--- config.mk ---
export PLATFORM = sky130hd
export DESIGN_NAME = vga_sync_gen
export DESIGN_NICKNAME = d
export VERILOG_FILES = /design/src/rtl/vga_timing_pkg.sv /design/src/rtl/vga_sync_gen_pixel_tick_gen.sv /design/src/rtl/vga_sync_gen.sv
export SDC_FILE = /design/constraint.sdc
export NUM_CORES = 1
export LEC_CHECK = 0
export BUFFER_PORTS_ARGS = -buffer_cell sky130_fd_sc_hd__buf_2
export CORE_MARGIN = 1
export CORE_UTILIZATION = 30
export CTS_BUF_LIST = sky130_fd_sc_hd__clkbuf_4 sky130_fd_sc_hd__clkbuf_8 sky130_fd_sc_hd__clkbuf_16
export DETAILED_ROUTE_END_ITERATION = 7
export PLACE_DENSITY = 0.58
export SYNTH_ARGS = -nofsm -noshare
export SYNTH_HDL_FRONTEND = slang
export SYNTH_HIERARCHICAL = 1
export SYNTH_SLANG_ARGS = --single-unit
--- constraint.sdc ---
create_clock -name CLK -period 4.3 [get_ports CLK]
set_input_delay 0.86 -clock CLK [delete_from_list [all_inputs] [get_ports CLK]]
set_output_delay 0.86 -clock CLK [all_outputs]
set_load 0.01 [all_outputs]
--- src/rtl/vga_timing_pkg.sv ---
// VGA 640x480@60 timing constants shared by the sync generator and its pixel divider.
// Sync positions are derived so a changed porch width moves the pulse with it.
package vga_timing_pkg;

  localparam int CNT_W     = 10;
  localparam int CLK_DIV   = 4;

  localparam int H_VISIBLE = 640;
  localparam int H_FRONT   = 16;
  localparam int H_SYNC    = 96;
  localparam int H_BACK    = 48;
  localparam int H_TOTAL   = H_VISIBLE + H_FRONT + H_SYNC + H_BACK;
  localparam int H_SYNC_START = H_VISIBLE + H_FRONT;
  localparam int H_SYNC_END   = H_SYNC_START + H_SYNC - 1;

  localparam int V_VISIBLE = 480;
  localparam int V_FRONT   = 10;
  localparam int V_SYNC    = 2;
  localparam int V_BACK    = 33;
  localparam int V_TOTAL   = V_VISIBLE + V_FRONT + V_SYNC + V_BACK;
  localparam int V_SYNC_START = V_VISIBLE + V_FRONT;
  localparam int V_SYNC_END   = V_SYNC_START + V_SYNC - 1;

  function automatic logic in_window(input logic [CNT_W-1:0] c,
                                     input logic [CNT_W-1:0] lo,
                                     input logic [CNT_W-1:0] hi);
    return (c >= lo) && (c <= hi);
  endfunction

endpackage

--- src/rtl/vga_sync_gen_pixel_tick_gen.sv ---
// Pixel-rate enable: one CLK-wide pulse every CLK_DIV system clocks.
// The pulse is decoded from the registered divider, so it is low throughout reset.
module pixel_tick_gen
#(
  parameter int CLK_DIV = vga_timing_pkg::CLK_DIV
) (
  input  logic CLK,
  input  logic RST,
  output logic ENClock
);

  localparam int DW = (CLK_DIV > 1) ? $clog2(CLK_DIV) : 1;
  localparam logic [DW-1:0] DIV_MAX = DW'(CLK_DIV - 1);
  localparam logic [DW-1:0] ONE     = DW'(1);

  logic [DW-1:0] div;

  always_ff @(posedge CLK) begin
    if (RST)                div <= '0;
    else if (div == DIV_MAX) div <= '0;
    else                    div <= div + ONE;
  end

  assign ENClock = (div == DIV_MAX);

endmodule

--- src/rtl/vga_sync_gen.sv ---
// VGA horizontal/vertical raw counters with registered active-low syncs.
// Syncs are computed from the next counter values so they line up with ADDRH/ADDRV.
module vga_sync_gen
  import vga_timing_pkg::*;
#(
  parameter int CLK_DIV   = vga_timing_pkg::CLK_DIV,
  parameter int H_VISIBLE = vga_timing_pkg::H_VISIBLE,
  parameter int H_FRONT   = vga_timing_pkg::H_FRONT,
  parameter int H_SYNC    = vga_timing_pkg::H_SYNC,
  parameter int H_BACK    = vga_timing_pkg::H_BACK,
  parameter int V_VISIBLE = vga_timing_pkg::V_VISIBLE,
  parameter int V_FRONT   = vga_timing_pkg::V_FRONT,
  parameter int V_SYNC    = vga_timing_pkg::V_SYNC,
  parameter int V_BACK    = vga_timing_pkg::V_BACK
) (
  input  logic             CLK,
  input  logic             RST,
  output logic             HS,
  output logic             VS,
  output logic             ENClock,
  output logic [CNT_W-1:0] ADDRH,
  output logic [CNT_W-1:0] ADDRV
);

  localparam int H_TOT = H_VISIBLE + H_FRONT + H_SYNC + H_BACK;
  localparam int V_TOT = V_VISIBLE + V_FRONT + V_SYNC + V_BACK;

  localparam logic [CNT_W-1:0] H_LAST = CNT_W'(H_TOT - 1);
  localparam logic [CNT_W-1:0] V_LAST = CNT_W'(V_TOT - 1);
  localparam logic [CNT_W-1:0] HS_LO  = CNT_W'(H_VISIBLE + H_FRONT);
  localparam logic [CNT_W-1:0] HS_HI  = CNT_W'(H_VISIBLE + H_FRONT + H_SYNC - 1);
  localparam logic [CNT_W-1:0] VS_LO  = CNT_W'(V_VISIBLE + V_FRONT);
  localparam logic [CNT_W-1:0] VS_HI  = CNT_W'(V_VISIBLE + V_FRONT + V_SYNC - 1);
  localparam logic [CNT_W-1:0] ONE    = CNT_W'(1);

  logic [CNT_W-1:0] h_next;
  logic [CNT_W-1:0] v_next;

  pixel_tick_gen #(.CLK_DIV(CLK_DIV)) u_tick (
    .CLK     (CLK),
    .RST     (RST),
    .ENClock (ENClock)
  );

  always_comb begin
    h_next = ADDRH;
    v_next = ADDRV;
    if (ENClock) begin
      if (ADDRH == H_LAST) begin
        h_next = '0;
        v_next = (ADDRV == V_LAST) ? '0 : ADDRV + ONE;
      end else begin
        h_next = ADDRH + ONE;
      end
    end
  end

  always_ff @(posedge CLK) begin
    if (RST) begin
      ADDRH <= '0;
      ADDRV <= '0;
      HS    <= 1'b1;
      VS    <= 1'b1;
    end else begin
      ADDRH <= h_next;
      ADDRV <= v_next;
      HS    <= ~in_window(h_next, HS_LO, HS_HI);
      VS    <= ~in_window(v_next, VS_LO, VS_HI);
    end
  end

endmodule

Yosys cells after proc, flatten, opt, wreduce, memory -nomap -nowiden
Cells that the tools add are included.
Storage, ports and cells
  register bits: 24
  input bits: 2
Operators by class
  add/sub/neg operators: 3
  $lt $le $gt $ge: 4
  equal/unequal tests: 3
  mux-type cells: 5
  bitwise operators: 2
  reduce and logical (&&, ||, !) cells: 3
Operator list (number)
  $mux 10: 5
  $add 10x1->10 const B: 2
  $eq 10x10->1 const B: 2
  $ge 10x10->1 const B: 1
  $ge 10x9->1 const B: 1
  $le 10x10->1 const B: 1
  $le 10x9->1 const B: 1
  $add 2x1->2 const B: 1
  $eq 2x2->1 const B: 1
  $logic_and 1x1->1: 2
  $not 1->1: 2
  $reduce_or 2->1: 1

Depth between registers and ports, before layout
  depth after elaboration: 7
  mapped depth: 7
  depth with buffers taken out: 7

Hierarchy
The synthesis kept the hierarchy.
Modules (own cells, without submodules)
  vga_sync_gen: times used 1, cells an instance 135, area each 1179.9 µm²
  pixel_tick_gen: times used 1, cells an instance 5, area each 75.1 µm²

Worst setup path after synthesis
OpenSTA, ideal clock, no wires.
  path kind: register to register
  from: reg u_tick.div[0]
  to: reg VS
  library setup time: 0.134 ns
  data arrival time: 1.998 ns
  required time: 4.166 ns
  slack: 2.168 ns
  stages on the path, launching flop included: 7
  clock period less this slack: 2.132 ns
  path through: dfxtp_1 -> ha_1 -> and4_4 -> nand4_4 -> or4_4 -> a221oi_2 -> nand4_1
On the way
  cells in the longest elaborated chain, start to end: 5
RTL lines
  from (decl): RTL line vga_sync_gen_pixel_tick_gen.sv:16  | logic [DW-1:0] div;
  from (signal assigned): RTL line vga_sync_gen_pixel_tick_gen.sv:21  | else div <= div + ONE;
  $eq 2x2->1 *: RTL line vga_sync_gen_pixel_tick_gen.sv:24  | assign ENClock = (div == DIV_MAX);
  named net ENClock: RTL line vga_sync_gen.sv:20  | output logic ENClock,
  $mux 10 *: RTL line vga_sync_gen.sv:48  | if (ENClock) begin
  $ge 10x9->1 or $le 10x9->1 (tied branches): RTL line vga_timing_pkg.sv:27  | return (c >= lo) && (c <= hi);
  $logic_and 1x1->1 *: RTL line vga_timing_pkg.sv:27
  $not 1->1 *: RTL line vga_sync_gen.sv:68  | VS <= ~in_window(v_next, VS_LO, VS_HI);
  to (signal assigned): RTL line vga_sync_gen.sv:68
  to (decl): RTL line vga_sync_gen.sv:19  | output logic VS,
Mark *: on every way through the listed nets, which the timed path passes. The rest lies on a longest branch.
A chain may end at the register's enable or synchronous reset.

Final worst setup path
  from: reg u_tick.div[0]
  to: reg VS
On the way
  cells in the longest elaborated chain, start to end: 5
RTL lines (RTL line)
  $eq 2x2->1 *: vga_sync_gen_pixel_tick_gen.sv:24
  $mux 10 *: vga_sync_gen.sv:48
  $ge 10x9->1 or $le 10x9->1 (tied branches): vga_timing_pkg.sv:27
  $logic_and 1x1->1 *: vga_timing_pkg.sv:27
  $not 1->1 *: vga_sync_gen.sv:68
Every way passes the cells marked *; elsewhere a longest branch is shown, timed or not.

==> flow_metrics.tcl <==
set metrics [dict create \
    detail_route.wl_per_cell_um 12.9 \
    synth_edf_count 0 \
    globalRoute.totalOverflow 0 \
    sw_frac_of_total 0.217 \
    leakage_nw 0.571 \
    worst_setup_path_start_kind "flop" \
    crit_path_end_kind "flop" \
    worst_pin_slew_ns 0.509 \
    yosys_top_cell_by_area "sky130_fd_sc_hd__dfxtp_1" \
    grt_start_max_net_pins 18 \
    placementRows 23 \
    dpl.hpwl_mm 1.99 \
    share_clk_of_total_power 0.345 \
    cts_num_sinks 24 \
    timing.fmax_ghz 0.423 \
    drt_first_pass_iters 4 \
    synth_flop_cell "sky130_fd_sc_hd__dfxtp_1" \
    postSynthNetCount 146 \
    postSynthCellCount 140 \
    final_max_slew_viol_count 0 \
    vdd.ir_drop.worst_mv 0.154 \
    setup_viol 0 \
    global_route_wire_length_before_repair_mm 4.81 \
    drc 0 \
    postRouteWirelength_mm 2.72 \
    cts_tree "done" \
    cp.buffers_inverters 0 \
    floorplan.initialDensity 0.314 \
    avgViaCountPerCell 5.31 \
    switching_pwr_w 0.0000823 \
    core_region_area_um2 4000 \
    chipHeight_um 66.7 \
    cts-root-buf "sky130_fd_sc_hd__clkbuf_8" \
    num_vias 1121 \
    worst-endpoint-required_ns 4.44 \
    clock_tree.buffer_depth 2 \
    layout_cell_share_with_drive_strength_beyond_1 0.236 \
    clock_latency_on_the_worst_skew_pair_ns 0.26 \
    postRouteAntennaNets 0 \
    status "finished clean" \
    clk_pin_slew_worst_paths_ns 0.08 \
    layout.core_utilization 0.362 \
    dp.cells 208 \
    grt_antenna_before_repair 0 \
    clock-skew-final_ns 0.00691 \
    drt_iter0_drc 72 \
    portBuffers 24 \
    rd_place_congestion 0.826 \
    critical_path.slowest_cell "sky130_fd_sc_hd__or4_4" \
    cts-hold-fix-buffers 0 \
    worst-setup-path-type "reg -> reg" \
    grtUsageTotal 0.139 \
    final_min_period_over_clock_period 0.549 \
    asyncSetResetFlopFracSynth 0 \
    setup_tns_ns 0 \
    synth_largest_type_area_fraction 0.383 \
    htreeDepth 1 \
    distinct_cell_type_count_of_the_synthesized_netlist 44 \
    crit_fanout 17 \
    first_global_vias 1071 \
    synth_warnings 6 \
    cp_data_arrival_time_ns 2.50 \
    post_route_worst_hold_slack_ns 0.431 \
    max_cap_viol_count 0 \
    placed_cell_area_um2 1410 \
    finalHoldViolations 0 \
    tritoncts.num_buffers 3 \
    gate_power_share 0.047 \
    diodes 0 \
    area.growth.synth_to_final_pct 15.4 \
    fillCellCount 419 \
    nNetsFinal 169 \
    floorplan_die_area_um2 4450 \
    worst_slew_margin_rel 0.658 \
    synthesis.area_per_instance_um2 8.96 \
    power.density_cell_area_nw_per_um2 262 \
    syn_area_um2 1250 \
    list_of_cells_traversed_by_the_critical_path "ha_1 -> and4_4 -> nand4_4 -> or4_4 -> a221oi_2 -> nand4_1" \
    finish.instance_area_um2 1450 \
    die_w_um 66.7 \
    buffer_count_from_post_cts_setup_fixing 0 \
    rsz0062_at_grt "no" \
    min_delay_worst_type "reg -> reg" \
    finish.cell_count_without_fillers 211 \
    power.sequential.fraction 0.608 \
    synth-seq-area-share 0.383 \
    synth_top_cells_by_area "sky130_fd_sc_hd__dfxtp_1, sky130_fd_sc_hd__nor2_1, sky130_fd_sc_hd__xnor2_1" \
    post_cts_resize_count 0 \
    min_period_ns 2.36 \
    critPathMaxStageDelay_ns 0.59 \
    cp_top_family "simple AND/OR/NAND/NOR gates" \
    power.internal_w 0.000297 \
    ys_ff_latch 24 \
    design.portCount 25 \
]
final timing paths:
path              slack, ns  depth (start not counted)       endpoint     startpoint
setup / recovery       1.94                          6             VS  u_tick/div[0]
hold / removal         0.43                          1  u_tick/div[0]  u_tick/div[0]
setup reg to reg       1.94                          6             VS  u_tick/div[0]
hold reg to reg        0.43                          1  u_tick/div[0]  u_tick/div[0]
per-stage QoR:
| step | worst slack (ns) | power [W] |
|---|---|---|
| floorplan | 2.17 | 0.000247 |
| global placement | 2.03 | 0.000253 |
| detailed placement | 1.93 | 0.000254 |
| CTS | 1.92 | 0.000384 |
| global route | 1.78 | 0.000395 |
| finish | 1.94 | 0.000379 |
synth_stat cells (2+ instances only):
| cell type | instances |
|---|---|
| sky130_fd_sc_hd__dfxtp_1 | 24 |
| sky130_fd_sc_hd__nor2_1 | 17 |
| sky130_fd_sc_hd__nand2_1 | 11 |
| sky130_fd_sc_hd__a21oi_1 | 10 |
| sky130_fd_sc_hd__nand3_1 | 9 |
| sky130_fd_sc_hd__xnor2_1 | 6 |
| sky130_fd_sc_hd__ha_1 | 4 |
| sky130_fd_sc_hd__xor2_1 | 4 |
| sky130_fd_sc_hd__and3_1 | 3 |
| sky130_fd_sc_hd__clkbuf_1 | 3 |
| sky130_fd_sc_hd__nand4_1 | 3 |
| sky130_fd_sc_hd__nor3_1 | 3 |
| sky130_fd_sc_hd__nor4_1 | 3 |
| sky130_fd_sc_hd__o21ai_0 | 3 |
| sky130_fd_sc_hd__a221oi_1 | 2 |
| sky130_fd_sc_hd__and4_1 | 2 |
| sky130_fd_sc_hd__inv_1 | 2 |
| sky130_fd_sc_hd__o21ai_1 | 2 |
| sky130_fd_sc_hd__o31ai_1 | 2 |
| sky130_fd_sc_hd__or3_1 | 2 |
| sky130_fd_sc_hd__or3_2 | 2 |
cell families (layout without fill, tap and decap cells):
| group | Yosys count | after routing | share of synthesized area |
|---|---|---|---|
| adder cells (fa/ha/maj) | 4 | 4 | 0.0399 |
| XOR/XNOR | 10 | 10 | 0.0698 |
| AND/OR/NAND/NOR | 70 | 70 | 0.351 |
| multiplexers | 1 | 1 | 0.00798 |
| flip-flops | 24 | 24 | 0.383 |
| buffers and inverters | 8 | 29 | 0.0309 |
| AO/OA/AOI/OAI | 23 | 23 | 0.118 |
layer usage:
layer,part of all wire,up-vias,global-route usage
li1,-,552,-
met1,0.48,532,0.170
met2,0.47,35,0.236
met3,0.053,2,0.0360
met4,0.0044,0,0.0426
met5,0,-,0
sequential cells by signal, indices dropped and copies added (netlist names):
| signal | cells |
|---|---|
| ADDRV | 10 |
| ADDRH | 10 |
| u_tick/div | 2 |
| HS | 1 |
| VS | 1 |
worst reg2reg max path: stages, from the launching register on:
cell and delay, ns:
sky130_fd_sc_hd__dfxtp_1 0.35, sky130_fd_sc_hd__ha_1 0.38, sky130_fd_sc_hd__and4_4 0.32, sky130_fd_sc_hd__nand4_4 0.23
sky130_fd_sc_hd__or4_4 0.60, sky130_fd_sc_hd__a221oi_2 0.24, sky130_fd_sc_hd__nand4_1 0.11
final cells by class:
type,count,area (um2),area share
multi-input combinational,108,736,0.508
sequential,24,480,0.332
timing repair buffer,24,120,0.0830
tap,50,62.6,0.0432
clock buffer,3,41.3,0.0285
inverter,2,7.51,0.00519
power groups by stage:
stage	combinational [W]	sequential (W)	clock, W
after floorplan	0.0000117	0.000235	0
after global placement	0.0000174	0.000235	0
after detailed placement	0.0000180	0.000236	0
after CTS	0.0000181	0.000230	0.000136
after global routing	0.0000203	0.000231	0.000144
final	0.0000178	0.000230	0.000131
cells in the final DEF (no fill, tap or decap), types with 2 or more instances in the layout:
| cell | synthesis | layout |
|---|---|---|
| sky130_fd_sc_hd__dfxtp_1 | 24 | 24 |
| sky130_fd_sc_hd__o31ai_1 | 2 | 2 |
| sky130_fd_sc_hd__nor4_1 | 3 | 3 |
| sky130_fd_sc_hd__or3_2 | 2 | 2 |
| sky130_fd_sc_hd__xnor2_1 | 6 | 6 |
| sky130_fd_sc_hd__or3_1 | 2 | 2 |
| sky130_fd_sc_hd__nor2_1 | 17 | 17 |
| sky130_fd_sc_hd__a221oi_1 | 2 | 2 |
| sky130_fd_sc_hd__and4_1 | 2 | 2 |
| sky130_fd_sc_hd__nand4_1 | 3 | 3 |
| sky130_fd_sc_hd__and3_1 | 3 | 3 |
| sky130_fd_sc_hd__buf_2 | 1 | 24 |
| sky130_fd_sc_hd__nand2_1 | 11 | 11 |
| sky130_fd_sc_hd__o21ai_1 | 2 | 2 |
| sky130_fd_sc_hd__a21oi_1 | 10 | 10 |
| sky130_fd_sc_hd__clkbuf_8 | 0 | 3 |
| sky130_fd_sc_hd__xor2_1 | 4 | 4 |
| sky130_fd_sc_hd__o21ai_0 | 3 | 3 |
| sky130_fd_sc_hd__inv_1 | 2 | 2 |
| sky130_fd_sc_hd__ha_1 | 4 | 4 |
| sky130_fd_sc_hd__nand3_1 | 9 | 9 |
| sky130_fd_sc_hd__nor3_1 | 3 | 3 |
No activity file was read; power rests on OpenSTA's default activity.
